## config.mk

```make
export PLATFORM = sky130hd
export DESIGN_NAME = pixel_frame_parser
export DESIGN_NICKNAME = d
export VERILOG_FILES = /design/src/rtl/pixel_frame_parser_pkg.sv /design/src/rtl/pixel_frame_parser_cs_sync.sv /design/src/rtl/pixel_frame_parser.sv
export SDC_FILE = /design/constraint.sdc
export NUM_CORES = 1
export LEC_CHECK = 0
export BUFFER_PORTS_ARGS = -buffer_cell sky130_fd_sc_hd__buf_4
export CAP_MARGIN = 20
export CORE_UTILIZATION = 40
export DETAILED_ROUTE_END_ITERATION = 10
export MAX_ROUTING_LAYER = met4
export PLACE_DENSITY = 0.58
export SKIP_CTS_REPAIR_TIMING = 1
export SKIP_LAST_GASP = 1
export SLEW_MARGIN = 20
export SYNTH_ARGS = -nofsm -noshare
export SYNTH_HDL_FRONTEND = slang
export SYNTH_SLANG_ARGS = --single-unit
```

## constraint.sdc

```tcl
create_clock -name clk -period 2.1 [get_ports clk]
set_input_delay 0.21 -clock clk [delete_from_list [all_inputs] [get_ports clk]]
set_output_delay 0.21 -clock clk [all_outputs]
set_load 0.005 [all_outputs]
```

## src/rtl/pixel_frame_parser_pkg.sv

```systemverilog
// Shared encodings and defaults for the pixel frame parser and the ws2811 drivers.
package pixel_frame_parser_pkg;
  localparam int DEF_UNIVERSES   = 16;
  localparam int DEF_PIXEL_COUNT = 150;

  typedef enum logic [2:0] {
    ST_IDLE   = 3'd0,
    ST_HEADER = 3'd1,
    ST_BLUE   = 3'd2,
    ST_GREEN  = 3'd3,
    ST_RED    = 3'd4,
    ST_DRAIN  = 3'd5,
    ST_CHECK  = 3'd6
  } state_e;

  // Bytes arrive B,G,R on the wire; the RAM word is {R,G,B}.
  function automatic logic [23:0] pack_rgb(input logic [7:0] r, input logic [7:0] g,
                                           input logic [7:0] b);
    return {r, g, b};
  endfunction
endpackage

```

## src/rtl/pixel_frame_parser_cs_sync.sv

```systemverilog
// Two-flop synchroniser for the SPI chip select; idles high (deselected) out of reset.
module cs_sync (
  input  logic clk,
  input  logic rst_n,
  input  logic cs_i,
  output logic cs_s_o
);
  logic meta_q, sync_q;

  always_ff @(posedge clk or negedge rst_n) begin
    if (!rst_n) begin
      meta_q <= 1'b1;
      sync_q <= 1'b1;
    end else begin
      meta_q <= cs_i;
      sync_q <= meta_q;
    end
  end

  assign cs_s_o = sync_q;
endmodule

```

## src/rtl/pixel_frame_parser.sv

```systemverilog
// SPI byte stream -> per-pixel frame RAM writes plus deferred per-universe start pulses.
// Optional trailing XOR checksum byte gating the start: define PIXEL_PARSER_CHECKSUM_EN.
module pixel_frame_parser
  import pixel_frame_parser_pkg::*;
#(
  parameter int UNIVERSES   = DEF_UNIVERSES,
  parameter int PIXEL_COUNT = DEF_PIXEL_COUNT,
  parameter int UNIV_W      = 4,
  parameter int ADDR_W      = 8
) (
  input  logic                 clk,
  input  logic                 rst_n,
  input  logic                 cs,
  input  logic                 byte_valid,
  input  logic [7:0]           byte_data,
  input  logic [UNIVERSES-1:0] drv_sending,
  output logic                 wr_en,
  output logic [UNIV_W-1:0]    wr_universe,
  output logic [ADDR_W-1:0]    wr_addr,
  output logic [23:0]          wr_rgb,
  output logic [UNIVERSES-1:0] frame_start,
  output logic                 busy,
  output logic                 err_short,
  output logic                 err_universe
);
  logic cs_s;
  state_e state_q, state_d;
  logic [ADDR_W-1:0] cnt_q, cnt_d, wr_addr_q, wr_addr_d;
  logic [UNIV_W-1:0] univ_q, univ_d, wr_univ_q, wr_univ_d;
  logic [7:0] b_q, b_d, g_q, g_d;
  logic [23:0] wr_rgb_q, wr_rgb_d;
  logic wr_en_q, wr_en_d, err_short_q, err_short_d, err_univ_q, err_univ_d;
  logic set_pend;
  logic [UNIVERSES-1:0] pend_q, pend_d, start_q, fire, set_mask;
  logic [1:0] prime_q;
  logic armed_q, armed_d;
  logic last_pix;

  cs_sync u_cs_sync (.clk(clk), .rst_n(rst_n), .cs_i(cs), .cs_s_o(cs_s));

  // cs_s shows its reset value for two cycles; a new frame needs a genuine cs high first.
  assign armed_d  = armed_q | (prime_q[1] & cs_s);
  assign last_pix = (cnt_q == ADDR_W'(PIXEL_COUNT - 1));

`ifdef PIXEL_PARSER_CHECKSUM_EN
  logic [7:0] xor_q, xor_d;
  always_ff @(posedge clk or negedge rst_n) begin
    if (!rst_n) xor_q <= 8'd0;
    else        xor_q <= xor_d;
  end
`endif

  always_comb begin
    state_d = state_q;  cnt_d = cnt_q;  univ_d = univ_q;  b_d = b_q;  g_d = g_q;
    wr_en_d = 1'b0;  wr_univ_d = wr_univ_q;  wr_addr_d = wr_addr_q;  wr_rgb_d = wr_rgb_q;
    err_short_d = 1'b0;  err_univ_d = 1'b0;  set_pend = 1'b0;
`ifdef PIXEL_PARSER_CHECKSUM_EN
    xor_d = xor_q;
    if (byte_valid && !cs_s && state_q inside {ST_BLUE, ST_GREEN, ST_RED}) xor_d = xor_q ^ byte_data;
`endif
    // A cs release beats a byte arriving on the same cycle.
    if (cs_s && state_q inside {ST_HEADER, ST_BLUE, ST_GREEN, ST_RED, ST_CHECK}) begin
      err_short_d = 1'b1;
      state_d     = ST_IDLE;
    end else begin
      case (state_q)
        ST_IDLE: if (!cs_s && armed_q) state_d = ST_HEADER;
        ST_HEADER: if (byte_valid) begin
          univ_d = byte_data[UNIV_W-1:0];
`ifdef PIXEL_PARSER_CHECKSUM_EN
          xor_d = byte_data;
`endif
          if ({24'd0, byte_data} >= 32'(UNIVERSES)) begin
            err_univ_d = 1'b1;
            state_d    = ST_DRAIN;
          end else begin
            cnt_d   = '0;
            state_d = ST_BLUE;
          end
        end
        ST_BLUE:  if (byte_valid) begin b_d = byte_data; state_d = ST_GREEN; end
        ST_GREEN: if (byte_valid) begin g_d = byte_data; state_d = ST_RED;   end
        ST_RED: if (byte_valid) begin
          wr_en_d   = 1'b1;
          wr_univ_d = univ_q;
          wr_addr_d = cnt_q;
          wr_rgb_d  = pack_rgb(byte_data, g_q, b_q);
          if (last_pix) begin
`ifdef PIXEL_PARSER_CHECKSUM_EN
            state_d = ST_CHECK;
`else
            set_pend = 1'b1;
            state_d  = ST_DRAIN;
`endif
          end else begin
            cnt_d   = cnt_q + 1'b1;
            state_d = ST_BLUE;
          end
        end
`ifdef PIXEL_PARSER_CHECKSUM_EN
        ST_CHECK: if (byte_valid) begin
          if (byte_data == xor_q) set_pend    = 1'b1;
          else                    err_short_d = 1'b1;
          state_d = ST_DRAIN;
        end
`endif
        ST_DRAIN: if (cs_s) state_d = ST_IDLE;
        default:  state_d = ST_IDLE;
      endcase
    end
  end

  // Fire decisions use registered pending only, so a start trails its set by a cycle.
  assign set_mask = set_pend ? (UNIVERSES'(1) << univ_q) : '0;
  assign fire     = pend_q & ~drv_sending;
  assign pend_d   = (pend_q & ~fire) | set_mask;

  always_ff @(posedge clk or negedge rst_n) begin
    if (!rst_n) begin
      state_q <= ST_IDLE;  cnt_q <= '0;  univ_q <= '0;  b_q <= 8'd0;  g_q <= 8'd0;
      wr_en_q <= 1'b0;  wr_univ_q <= '0;  wr_addr_q <= '0;  wr_rgb_q <= 24'd0;
      err_short_q <= 1'b0;  err_univ_q <= 1'b0;
      pend_q <= '0;  start_q <= '0;  prime_q <= 2'b00;  armed_q <= 1'b0;
    end else begin
      state_q <= state_d;  cnt_q <= cnt_d;  univ_q <= univ_d;  b_q <= b_d;  g_q <= g_d;
      wr_en_q <= wr_en_d;  wr_univ_q <= wr_univ_d;  wr_addr_q <= wr_addr_d;  wr_rgb_q <= wr_rgb_d;
      err_short_q <= err_short_d;  err_univ_q <= err_univ_d;
      pend_q <= pend_d;  start_q <= fire;  prime_q <= {prime_q[0], 1'b1};  armed_q <= armed_d;
    end
  end

  assign wr_en        = wr_en_q;
  assign wr_universe  = wr_univ_q;
  assign wr_addr      = wr_addr_q;
  assign wr_rgb       = wr_rgb_q;
  assign frame_start  = start_q;
  assign busy         = (state_q != ST_IDLE);
  assign err_short    = err_short_q;
  assign err_universe = err_univ_q;
endmodule
```

; ---- Word level (Yosys, flattened, before mapping)
; Cells that the tools add are included.
[classes]
n_div = 0
magnitude_cmp = 1
eq_ne = 17
shift = 1
mux = 28
n_bitwise = 8
reduce_logical = 13
n_mul = 0
add_sub_neg = 1
[ops]
columns = op, count
row1 = AND 16 bit, 2
row2 = 2-to-1 mux 8 bit, 4
row3 = NOT 16 bit, 2
row4 = 2-to-1 mux 3 bit, 9
row5 = case mux 3 bit (6 select lines), 1
row6 = 2-to-1 mux 16 bit, 1
row7 = OR 16 bit, 1
row8 = case mux 8 bit (2 select lines), 1
row9 = "<< shifter 1 x 4 -> 16 bit, first input constant", 1
row10 = "inequality test 3 x 2 -> 1 bit, second input constant", 5
row11 = 2-to-1 mux 1 bit, 12
row12 = AND reduction 3 bit, 4
row13 = AND reduction 6 bit, 2
row14 = "== test 3 bit, second input constant", 3
row15 = "adder 8 x 1 -> 8 bit, second input constant", 1
row16 = "== test 8 bit, second input constant", 1
row17 = "greater-or-equal comparator 8 x 5 -> 1 bit, second input constant", 1
row18 = "inequality test 2 bit, second input constant", 4
row19 = "== test 3 x 2 -> 1 bit, second input constant", 2
row20 = nonzero test 5 bit, 1
row21 = "== test 3 x 1 -> 1 bit, second input constant", 1
row22 = logical NOT 3 bit, 1
row23 = "inequality test 3 bit, second input constant", 1
row24 = nonzero test 3 bit, 1
row25 = other kinds (6), 7
[word_totals]
mem_bits_ro = 0
ff_bits = 107
inputBits = 28
out_inout_bits = 56
mem_count = 0
ram_bits = 0
wordCells = 86
latchBits = 0

; ---- Depth between registers and ports, before layout
; Gate-level depths: netlist (run 1).
[depth]
ltp_word = 7
depth_mapped = 7

; ---- Hierarchy
; A second synthesis (run 1) with hierarchy kept.
[hier_totals]
cells_unflattened = 382
hier_area_um2 = 4279.1
[modules_own_cells]
columns = mod, seq_area_each_um2, n_inst, cells_per_inst, area_each_um2
row1 = pixel_frame_parser, 2627.5, 1, 380, 4226.6
row2 = cs_sync, 52.6, 1, 2, 52.6

; ---- Worst setup path after synthesis (run 1)
; OpenSTA, ideal clock, no wires.
[synth_timing]
path_type = flip-flop to flip-flop
startpoint = register state_q[0]
endpoint = register b_q[0]
synth_period_minus_slack_ps = 1726
setup_ps = 125
t_required_ps = 1975
t_arrival_ps = 1601
stages_incl_launch_ff = 7
slack_ps = 374
path_cell_list = dfrtp_1 > nor3_2 > inv_2 > a31oi_4 > and4b_1 > buf_6 > mux2_4
[synth_via]
elab_chain_cells = 5
elab_cells_between_ends = 9
classes_between = eq/ne: 5 / bitwise: 1 / reduce/logical: 3
[synth_rtl]
columns = element, line_no
row1 = start: declaration, pixel_frame_parser.sv:27  ; state_e state_q, state_d;
row2 = start signal: assignment, pixel_frame_parser.sv:120  ; state_q <= ST_IDLE; cnt_q <= '0; univ_q <= '0; b_q <= 8'd0; g_q <= 8'd0;
row3 = start signal: assignment, pixel_frame_parser.sv:125  ; state_q <= state_d; cnt_q <= cnt_d; univ_q <= univ_d; b_q <= b_d; g_q <= g_d;
row4 = == test 3 x 1 -> 1 bit (tied with other cells), pixel_frame_parser.sv:62  ; if (cs_s && state_q inside {ST_HEADER, ST_BLUE, ST_GREEN, ST_RED, ST_CHECK}) begin
row5 = nonzero test 5 bit, pixel_frame_parser.sv:62
row6 = logical AND 1 bit, pixel_frame_parser.sv:62
row7 = NOT 1 bit (no line), --
row8 = AND reduction 3 bit (no line) (*), --
row9 = end signal: assignment, pixel_frame_parser.sv:120
row10 = end signal: assignment, pixel_frame_parser.sv:125
row11 = end: declaration, pixel_frame_parser.sv:30  ; logic [7:0] b_q, b_d, g_q, g_d;
; Mark *: on every way between the ends. The rest lies on a longest branch, timed or not.
; A chain may end at the register's enable or synchronous reset.

; ---- Worst setup path in the final report (run 1)
[layout_timing]
startpoint = register state_q[2]
endpoint = register pend_q[3]
[layout_via]
elab_chain_cells = 6
elab_cells_between_ends = 11
classes_between = eq/ne: 5 / mux: 3 / bitwise: 1 / reduce/logical: 2
[layout_rtl]
columns = element, line_no
row1 = == test 3 x 1 -> 1 bit (tied with other cells), pixel_frame_parser.sv:62
row2 = nonzero test 5 bit, pixel_frame_parser.sv:62
row3 = logical AND 1 bit, pixel_frame_parser.sv:62
row4 = 2-to-1 mux 1 bit (*), pixel_frame_parser.sv:62
row5 = 2-to-1 mux 16 bit (*), pixel_frame_parser.sv:114  ; assign set_mask = set_pend ? (UNIVERSES'(1) << univ_q) : '0;
row6 = OR 16 bit (*), pixel_frame_parser.sv:116  ; assign pend_d = (pend_q & ~fire) | set_mask;
row7 = named net pend_d[3], pixel_frame_parser.sv:34  ; logic [UNIVERSES-1:0] pend_q, pend_d, start_q, fire, set_mask;
row8 = end signal: assignment, pixel_frame_parser.sv:128  ; pend_q <= pend_d; start_q <= fire; prime_q <= {prime_q[0], 1'b1}; armed_q <= armed_d;
row9 = end: declaration, pixel_frame_parser.sv:34
; Mark *: on every way through the listed nets, which the timed path passes. The rest lies on a longest branch.

==> impl_metrics.tcl, run 1 <==
set metrics [dict create \
    num_vias 3028 \
    yosys.cell_types.count 50 \
    dieArea_um2 11100 \
    path_clk_slew_ns 0.10 \
    ys_seq_area_share_pct 62.6 \
    clock_skew_ns 0.0167 \
    cts_tree "built" \
    synth_nets 412 \
    p_leak_nw 2.75 \
    grt_pass1_vias 3007 \
    synthCells 382 \
    worstSetupPathType "flop to flop" \
    r2r_start "state_q[2]$_DFFE_PN0P_" \
    drive_above_1_share_pct 28.9 \
    period_share_pct 89.0 \
    report.final.slew_viol_count 0 \
    htree_levels 3 \
    cp.arrival_ns 2.11 \
    start_kind "flop" \
    gr-total-overflow 0 \
    grt_max_degree 51 \
    numClockSinks 107 \
    initial_core_util_pct 41.3 \
    max_freq_ghz 0.535 \
    worstSetupEndpoint "pend_q[3]$_DFF_PN0_" \
    synth_top_cell_by_area "dfrtp_1" \
    grt_pass1_wl_um 15000 \
    numCtsBuffers 9 \
    final_cell_count_no_fill 627 \
    hold_class "primary input to flop" \
    firstDrtPassIters 4 \
    die_x_um 105 \
    reg2reg_slack_ns 0.23 \
    max_slew_margin_pct 62.9 \
    tightest_slew_ns 0.553 \
    rows 37 \
    gp_congestion 0.855 \
    viasPerCell 4.83 \
    cap_violations 0 \
    grt_usage_pct 17.9 \
    p_total_mw 5.43 \
    end_kind "flop" \
    required_ns 2.35 \
    status "finished clean" \
    syn_avg_cell_area_um2 11.2 \
    place_area_um2 5090 \
    synthTopCellsByArea "dfrtp_1 61%, nand2_1 11%, mux2_4 3.2%" \
    synth-seq-cells 107 \
    dp_hpwl_um 6050 \
    peakVddDrop_uv 472 \
    antenna_found_initial 0 \
    clkLatencyLatePin_ns 0.37 \
    crit_start "state_q[2]$_DFFE_PN0P_" \
    synthArstFlopShare_pct 100 \
    drc_errors 0 \
    fin_util_pct 52.4 \
    diodes 0 \
    reg2reg_to "pend_q[3]$_DFF_PN0_" \
    setup_viol 0 \
    yosys-top-cells-count "124 x nand2_1, 105 x dfrtp_1, 22 x o21ai_0, 17 x nor2b_1, 12 x mux2_2" \
    crit_fanout 19 \
    finalCriticalPeriod_ns 1.87 \
    grt_setup_unrepaired "false" \
    cts-root-buf "clkbuf_8" \
    die_y_um 105 \
    routed_wl_um 8930 \
    yosysMostFrequentCell "nand2_1" \
    drtIter0Drc 165 \
    reg2regPathDepth 5 \
    routedWlPerCell_um 14.2 \
    io_pins 84 \
    detail-route-antenna-nets 0 \
    yosys_warnings 0 \
    fin_area_um2 5440 \
    port_buffers 83 \
    num-nets-final 517 \
    tns_ns 0 \
    synthToLayoutAreaGrowth_pct 27.1 \
    p_per_area_nw_per_um2 999 \
    final-hold-violation-count 0 \
    synth_top_cell_area_share_pct 61.4 \
    dp.cells 595 \
    ys.flop_type "dfrtp_1" \
    clk_path_buf_depth 2 \
    coreArea_um2 10400 \
    syn_area_um2 4280 \
    synth-edff-count 0 \
]
==> state kept, by name, indices dropped and copies added, names as in the netlist, 4 cells and up <==
name         flops
b_q              8
cnt_q            8
frame_start     16
g_q              8
pend_q          16
univ_q           4
wr_addr          8
wr_rgb          24
wr_universe      4
==> worst max-delay path: stages (launching register included) <==
cell      delay (ns)
dfrtp_1         0.49
nor3b_4         0.21
nand2_2         0.08
clkinv_1        0.44
nand4_1         0.40
o21ai_0         0.13
==> cells in the final DEF (no fill, tap or decap), types with 9 or more instances in the layout <==
cell type,netlist,layout
buf_4,2,90
clkbuf_8,0,10
dfrtp_1,105,105
dlygate4sd3_1,0,17
mux2_2,12,12
mux2_4,9,9
nand2_1,124,124
nor2b_1,17,17
o21ai_0,22,22
==> power by group <==
group          total, mW  internal (mW)  switching [mW]
Sequential          2.81           2.48           0.332
Combinational       1.43          0.789           0.639
Clock               1.19          0.475           0.714
==> area by class of cell <==
class / instances / area, um2
Clock buffer: 10 / 138
Clock inverter: 5 / 43.8
Fill cell: 925 / 4930
Inverter: 8 / 30.0
Multi-Input combinational cell: 252 / 1490
Sequential cell: 107 / 2680
Tap cell: 136 / 170
Timing Repair Buffer: 109 / 886
==> kinds of logic (layout without fill, tap and decap cells) <==
| group | Yosys count | in the layout | synth area share [%] |
|---|---|---|---|
| compound gates | 50 | 50 | 7.84 |
| fa+ha+maj | 2 | 2 | 0.585 |
| buf+inv | 23 | 132 | 2.54 |
| flops | 107 | 107 | 62.6 |
| mux | 22 | 22 | 6.55 |
| other cells | 1 | 1 | 0.0876 |
| simple gates | 177 | 177 | 19.8 |
==> metrics by stage <==
step,setup slack [ns],hold slack (ns)
2_1_floorplan,0.374,-0.0856
3_3_place_gp,0.274,0.151
3_5_place_dp,0.243,0.152
4_1_cts,0.229,-0.262
5_1_grt,0.0824,0.000158
6_report,0.230,0.00875
==> worst min-delay path by stage <==
stage,start,slack [ns],depth (start not counted),endpoint
final,drv_sending[10],0.009,2,frame_start[10]$_DFF_PN0_
after global routing,drv_sending[10],0.0002,2,frame_start[10]$_DFF_PN0_
after CTS,rst_n,-0.26,1,frame_start[3]$_DFF_PN0_
after detailed placement,rst_n,0.15,1,frame_start[3]$_DFF_PN0_
after global placement,rst_n,0.15,1,frame_start[11]$_DFF_PN0_
after floorplan,rst_n,-0.09,0,armed_q$_DFF_PN0_
==> per-layer routing <==
metal	global-route usage (%)	up-vias	share of wire, %
met5	-	-	0
met4	7.24	0	1.8
met3	2.97	13	3.3
met2	27.6	70	47
met1	23.6	1458	48
li1	-	1487	-
No activity file was read; power rests on OpenSTA's default activity.
==> run 2, diff against run 1 <==
--- a/config.mk
+++ b/config.mk
@@ -9,6 +9,7 @@
 export CAP_MARGIN = 20
 export CORE_UTILIZATION = 40
 export DETAILED_ROUTE_END_ITERATION = 10
+export HOLD_SLACK_MARGIN = 0.08
 export MAX_ROUTING_LAYER = met4
 export PLACE_DENSITY = 0.58
 export SKIP_CTS_REPAIR_TIMING = 1
==> constraint.sdc (replaced) <==
create_clock -name clk -period 2.01 [get_ports clk]
set_input_delay 0.201 -clock clk [delete_from_list [all_inputs] [get_ports clk]]
set_output_delay 0.201 -clock clk [all_outputs]
set_load 0.005 [all_outputs]
==> impl_metrics.tcl, run 2 (same netlist as run 1, synthesis figures left out) <==
set metrics [dict create \
    status "finished clean" \
    cap_violations 0 \
    drive_above_1_share_pct 29.0 \
    clk_path_buf_depth 2 \
    tightest_slew_ns 0.617 \
    fill_cells 939 \
    firstDrtPassIters 7 \
    pwr-share-clk_pct 23.3 \
    period_share_pct 91.3 \
    detail-route-antenna-nets 0 \
    port_buffers 83 \
    htree_levels 3 \
    start_kind "flop" \
    finalCriticalPeriod_ns 1.84 \
    routedWlPerCell_um 13.9 \
    cp.arrival_ns 2.09 \
    multi_input_area_um2 1490 \
    path_clk_slew_ns 0.10 \
    drtIter0Drc 115 \
    coreArea_um2 10400 \
    gr-total-overflow 0 \
    end_kind "flop" \
    io_pins 84 \
    dp.cells 598 \
    seq_area_um2 2680 \
    viasPerCell 4.74 \
    power_switching_mw 1.76 \
    num-nets-final 528 \
    grt_setup_unrepaired "false" \
    grt_max_degree 49 \
    crit_chain "nor3_2, inv_2, a31oi_4, and4b_1, buf_12, mux2_4" \
    largest_reg_flops 24 \
    report.final.slew_viol_count 0 \
    dp_slack_ns 0.170 \
    setup_slack_ns 0.174 \
    diodes 0 \
    p_total_mw 5.80 \
    p_comb_share_pct 26.2 \
    p_int_mw 4.03 \
    cts-root-buf "clkbuf_8" \
    p_per_area_nw_per_um2 1040 \
    max_slew_margin_pct 58.9 \
    seq_power_share_pct 50.5 \
    hold_class "primary input to flop" \
    grt_usage_pct 16.9 \
    numCtsBuffers 9 \
    clkLatencyLatePin_ns 0.36 \
    initial_core_util_pct 41.3 \
    layout_common_cells "124 x nand2_1, 105 x dfrtp_1, 92 x buf_4, 25 x dlygate4sd3_1, 22 x o21ai_0" \
    final_cell_count_no_fill 639 \
    slowest_stage "dfrtp_1" \
    dieArea_um2 11100 \
    die_y_um 105 \
    critPathMaxStageDelay_ns 0.47 \
    required_ns 2.27 \
    peakVddDrop_uv 489 \
    routed_wl_um 8900 \
    p_leak_nw 2.82 \
    grt_pass1_wl_um 14200 \
    tns_ns 0 \
    antenna_found_initial 0 \
    clock_skew_ns 0.0106 \
    critPathBufInv 2 \
    drc_errors 0 \
    crit_fanout 8 \
    setup_viol 0 \
    synthToLayoutAreaGrowth_pct 30.3 \
    rows 37 \
    worstSetupPathType "flop to flop" \
    grt_pass1_vias 2846 \
    hold_ws_ns 0.0817 \
    final-hold-violation-count 0 \
    max_freq_ghz 0.545 \
    dp_hpwl_um 6120 \
    numClockSinks 107 \
    cpLargestDelayFamily "simple AND/OR/NAND/NOR gates" \
    num_vias 3029 \
    p_sw_share_pct 30.4 \
    cts_tree "built" \
    die_x_um 105 \
    mostFrequentLayoutCell "nand2_1" \
    gp_congestion 0.856 \
]
-- run 2: path summary, 6_finish.rpt --
kind                                         from                  endpoint  slack (ns)  depth (start not counted)
min in group asynchronous                   rst_n  frame_start[5]$_DFF_PN0_        0.39                          2
hold / removal                       byte_data[4]    wr_rgb[20]$_DFFE_PN0P_        0.08                          3
max in group asynchronous                   rst_n     univ_q[0]$_DFFE_PN0P_        0.99                          3
hold reg to reg              prime_q[0]$_DFF_PN0_      prime_q[1]$_DFF_PN0_        0.36                          0
setup reg to reg           state_q[1]$_DFFE_PN0P_        b_q[3]$_DFFE_PN0P_        0.17                          6
setup / recovery           state_q[1]$_DFFE_PN0P_        b_q[3]$_DFFE_PN0P_        0.17                          6
-- run 2: per-stage QoR --
step | util [%] | area, um2
after floorplan | - | 4280
after global placement | 49.4 | 5120
after detailed placement | 49.4 | 5120
after CTS | 51.4 | 5330
after global routing | 53.8 | 5580
final | 53.8 | 5580
-- run 2: area by class of cell --
| cell class | count | share of cell area [%] |
|---|---|---|
| multi-input combinational | 252 | 26.7 |
| clock inverter | 7 | 1.46 |
| clock buffer | 9 | 2.22 |
| sequential | 107 | 48.1 |
| inverter | 8 | 0.538 |
| tap | 136 | 3.05 |
| timing repair buffer | 120 | 17.9 |
-- run 2: tightest hold or removal path, cell delays in order --
cell and delay (ns):
buf_4 0.11, nand2_1 0.05, nand2_1 0.05
-- run 2: power by group through the flow --
stage | registers (mW) | logic, mW | clock network [mW]
CTS | 2.94 | 1.50 | 1.41
floorplan | 2.92 | 0.834 | 0
global placement | 2.96 | 1.47 | 0
detailed placement | 2.97 | 1.49 | 0
global route | 2.99 | 1.69 | 1.49
finish | 2.93 | 1.52 | 1.35
-- run 2: per-layer routing --
metal / vias up / global-route usage [%] / wire, um
met3: 6 / 4.21 / 357
li1: 1502 / - / -
met2: 75 / 24.9 / 4150
met5: - / - / 0
met4: 0 / 5.43 / 58
met1: 1446 / 23.2 / 4330
==> run 3, diff against run 2 <==
--- a/config.mk
+++ b/config.mk
@@ -9,6 +9,7 @@
 export CAP_MARGIN = 20
 export CORE_UTILIZATION = 40
 export DETAILED_ROUTE_END_ITERATION = 10
+export GPL_TIMING_DRIVEN = 0
 export HOLD_SLACK_MARGIN = 0.08
 export MAX_ROUTING_LAYER = met4
 export PLACE_DENSITY = 0.58
==> impl_metrics.tcl, run 3 (same netlist as run 1, synthesis figures left out) <==
set metrics [dict create \
    grt_setup_unrepaired "false" \
    mostFrequentLayoutCell "nand2_1" \
    htree_levels 3 \
    initial_core_util_pct 41.3 \
    period_share_pct 95.6 \
    hp-start "byte_data[7]" \
    fin_util_pct 53.0 \
    p_total_mw 5.65 \
    viasPerCell 4.76 \
    dp.cells 601 \
    drtIter0Drc 155 \
    fill_cells 953 \
    tightest_slew_ns 0.947 \
    critPathBufInv 2 \
    seq_power_share_pct 51.8 \
    crit_fanout 9 \
    end_kind "flop" \
    port_buffers 83 \
    tns_ns 0 \
    peakVddDrop_uv 481 \
    routed_wl_um 9000 \
    required_ns 2.27 \
    multi_input_area_um2 1490 \
    diodes 0 \
    r2r_start "state_q[0]$_DFFE_PN0P_" \
    grt_pass1_wl_um 14900 \
    grt_max_degree 108 \
    antenna_found_initial 0 \
    grt_usage_pct 17.7 \
    num_vias 3044 \
    crit_chain "dlygate4sd3_1, buf_4, nor4_2, nand3_1, a21boi_4, mux2_4" \
    drc_errors 0 \
    p_sw_share_pct 31.2 \
    die_y_um 105 \
    power_switching_mw 1.76 \
    coreArea_um2 10400 \
    dp_hpwl_um 6100 \
    p_comb_share_pct 26.8 \
    finalCriticalPeriod_ns 1.92 \
    pwr-share-clk_pct 21.4 \
    clock_skew_ns 0.0157 \
    critPathMaxStageDelay_ns 0.53 \
    io_pins 84 \
    cp.arrival_ns 2.18 \
    final-hold-violation-count 0 \
    drive_above_1_share_pct 28.2 \
    largest_reg_flops 24 \
    setup_slack_ns 0.0879 \
    max_freq_ghz 0.520 \
    status "finished clean" \
    grt_pass1_vias 2923 \
    start_kind "primary input" \
    numCtsBuffers 9 \
    reg2regPathDepth 6 \
    routedWlPerCell_um 14.1 \
    layout_common_cells "124 x nand2_1, 105 x dfrtp_1, 84 x buf_4, 24 x dlygate4sd3_1, 22 x o21ai_0" \
    numClockSinks 107 \
    synthToLayoutAreaGrowth_pct 28.3 \
    max_slew_margin_pct 36.9 \
    reg2reg_slack_ns 0.14 \
    reg2reg_to "b_q[6]$_DFFE_PN0P_" \
    cpLargestDelayFamily "buffers and inverters" \
    p_leak_nw 2.79 \
    clk_path_buf_depth 2 \
    setup_viol 0 \
    path_clk_slew_ns 0.10 \
    dieArea_um2 11100 \
    cap_violations 0 \
    clkLatencyLatePin_ns 0.37 \
    holdPathStages 3 \
    hold_class "primary input to flop" \
    p_int_mw 3.89 \
    worstHoldEndpoint "wr_rgb[23]$_DFFE_PN0P_" \
    cts_tree "built" \
    gr-total-overflow 0 \
    gp_congestion 0.775 \
    detail-route-antenna-nets 0 \
    final_cell_count_no_fill 640 \
    slowest_stage "dlygate4sd3_1" \
    p_per_area_nw_per_um2 1030 \
    dp_slack_ns 0.154 \
    report.final.slew_viol_count 0 \
    seq_area_um2 2680 \
    cts-root-buf "clkbuf_8" \
    rows 37 \
    firstDrtPassIters 4 \
    worstSetupPathType "primary input to flop" \
    num-nets-final 530 \
    die_x_um 105 \
]
[run 3: worst reg2reg max path: cells and delay by family (launching register included)]
family                 cells  cell delay (ns)
flip-flops                 1             0.47
AO/OA/AOI/OAI              1             0.21
AND/OR/NAND/NOR            2             0.51
buffers and inverters      2             0.26
multiplexers               1             0.31
[run 3: worst max path at each step]
stage	end	from	slack [ns]	cells after the start
after floorplan	b_q[0]$_DFFE_PN0P_	state_q[0]$_DFFE_PN0P_	0.28	6
after global placement	b_q[3]$_DFFE_PN0P_	state_q[0]$_DFFE_PN0P_	0.15	6
after detailed placement	b_q[2]$_DFFE_PN0P_	state_q[0]$_DFFE_PN0P_	0.15	6
after CTS	b_q[6]$_DFFE_PN0P_	state_q[0]$_DFFE_PN0P_	0.14	6
after global routing	cnt_q[1]$_DFFE_PN0P_	byte_data[4]	0.02	6
final	cnt_q[1]$_DFFE_PN0P_	byte_data[4]	0.09	6
[run 3: per-layer routing]
layer | vias to the layer above | wire length (um) | track usage (%) | part of all wire, %
li1 | 1509 | - | - | -
met1 | 1453 | 4340 | 24.2 | 48
met2 | 74 | 4180 | 26.6 | 46
met3 | 8 | 384 | 3.40 | 4.3
met5 | - | 0 | - | 0
met4 | 0 | 97 | 5.84 | 1.1
[run 3: through the flow]
step / hold slack, ns / instance area [um2]
floorplan: -0.0946 / 4280
global placement: 0.310 / 5070
detailed placement: 0.311 / 5080
CTS: -0.0742 / 5250
global route: 0.0818 / 5490
finish: 0.0746 / 5490
[run 3: layout make-up]
type                            count  area share [%]
Tap cell                          136            3.10
Clock buffer                        9            2.26
Buffer                             15            1.44
Sequential cell                   107            48.8
Clock inverter                      6           0.934
Timing Repair Buffer              107            15.8
Inverter                            8           0.547
Multi-Input combinational cell    252            27.1
[run 3: power by group through the flow]
stage,combinational [mW],sequential (mW),clock [mW]
3_5_place_dp,1.49,2.97,0
4_1_cts,1.50,2.93,1.25
5_1_grt,1.69,3.00,1.36
2_1_floorplan,0.834,2.92,0
3_3_place_gp,1.47,2.95,0
6_report,1.51,2.93,1.21
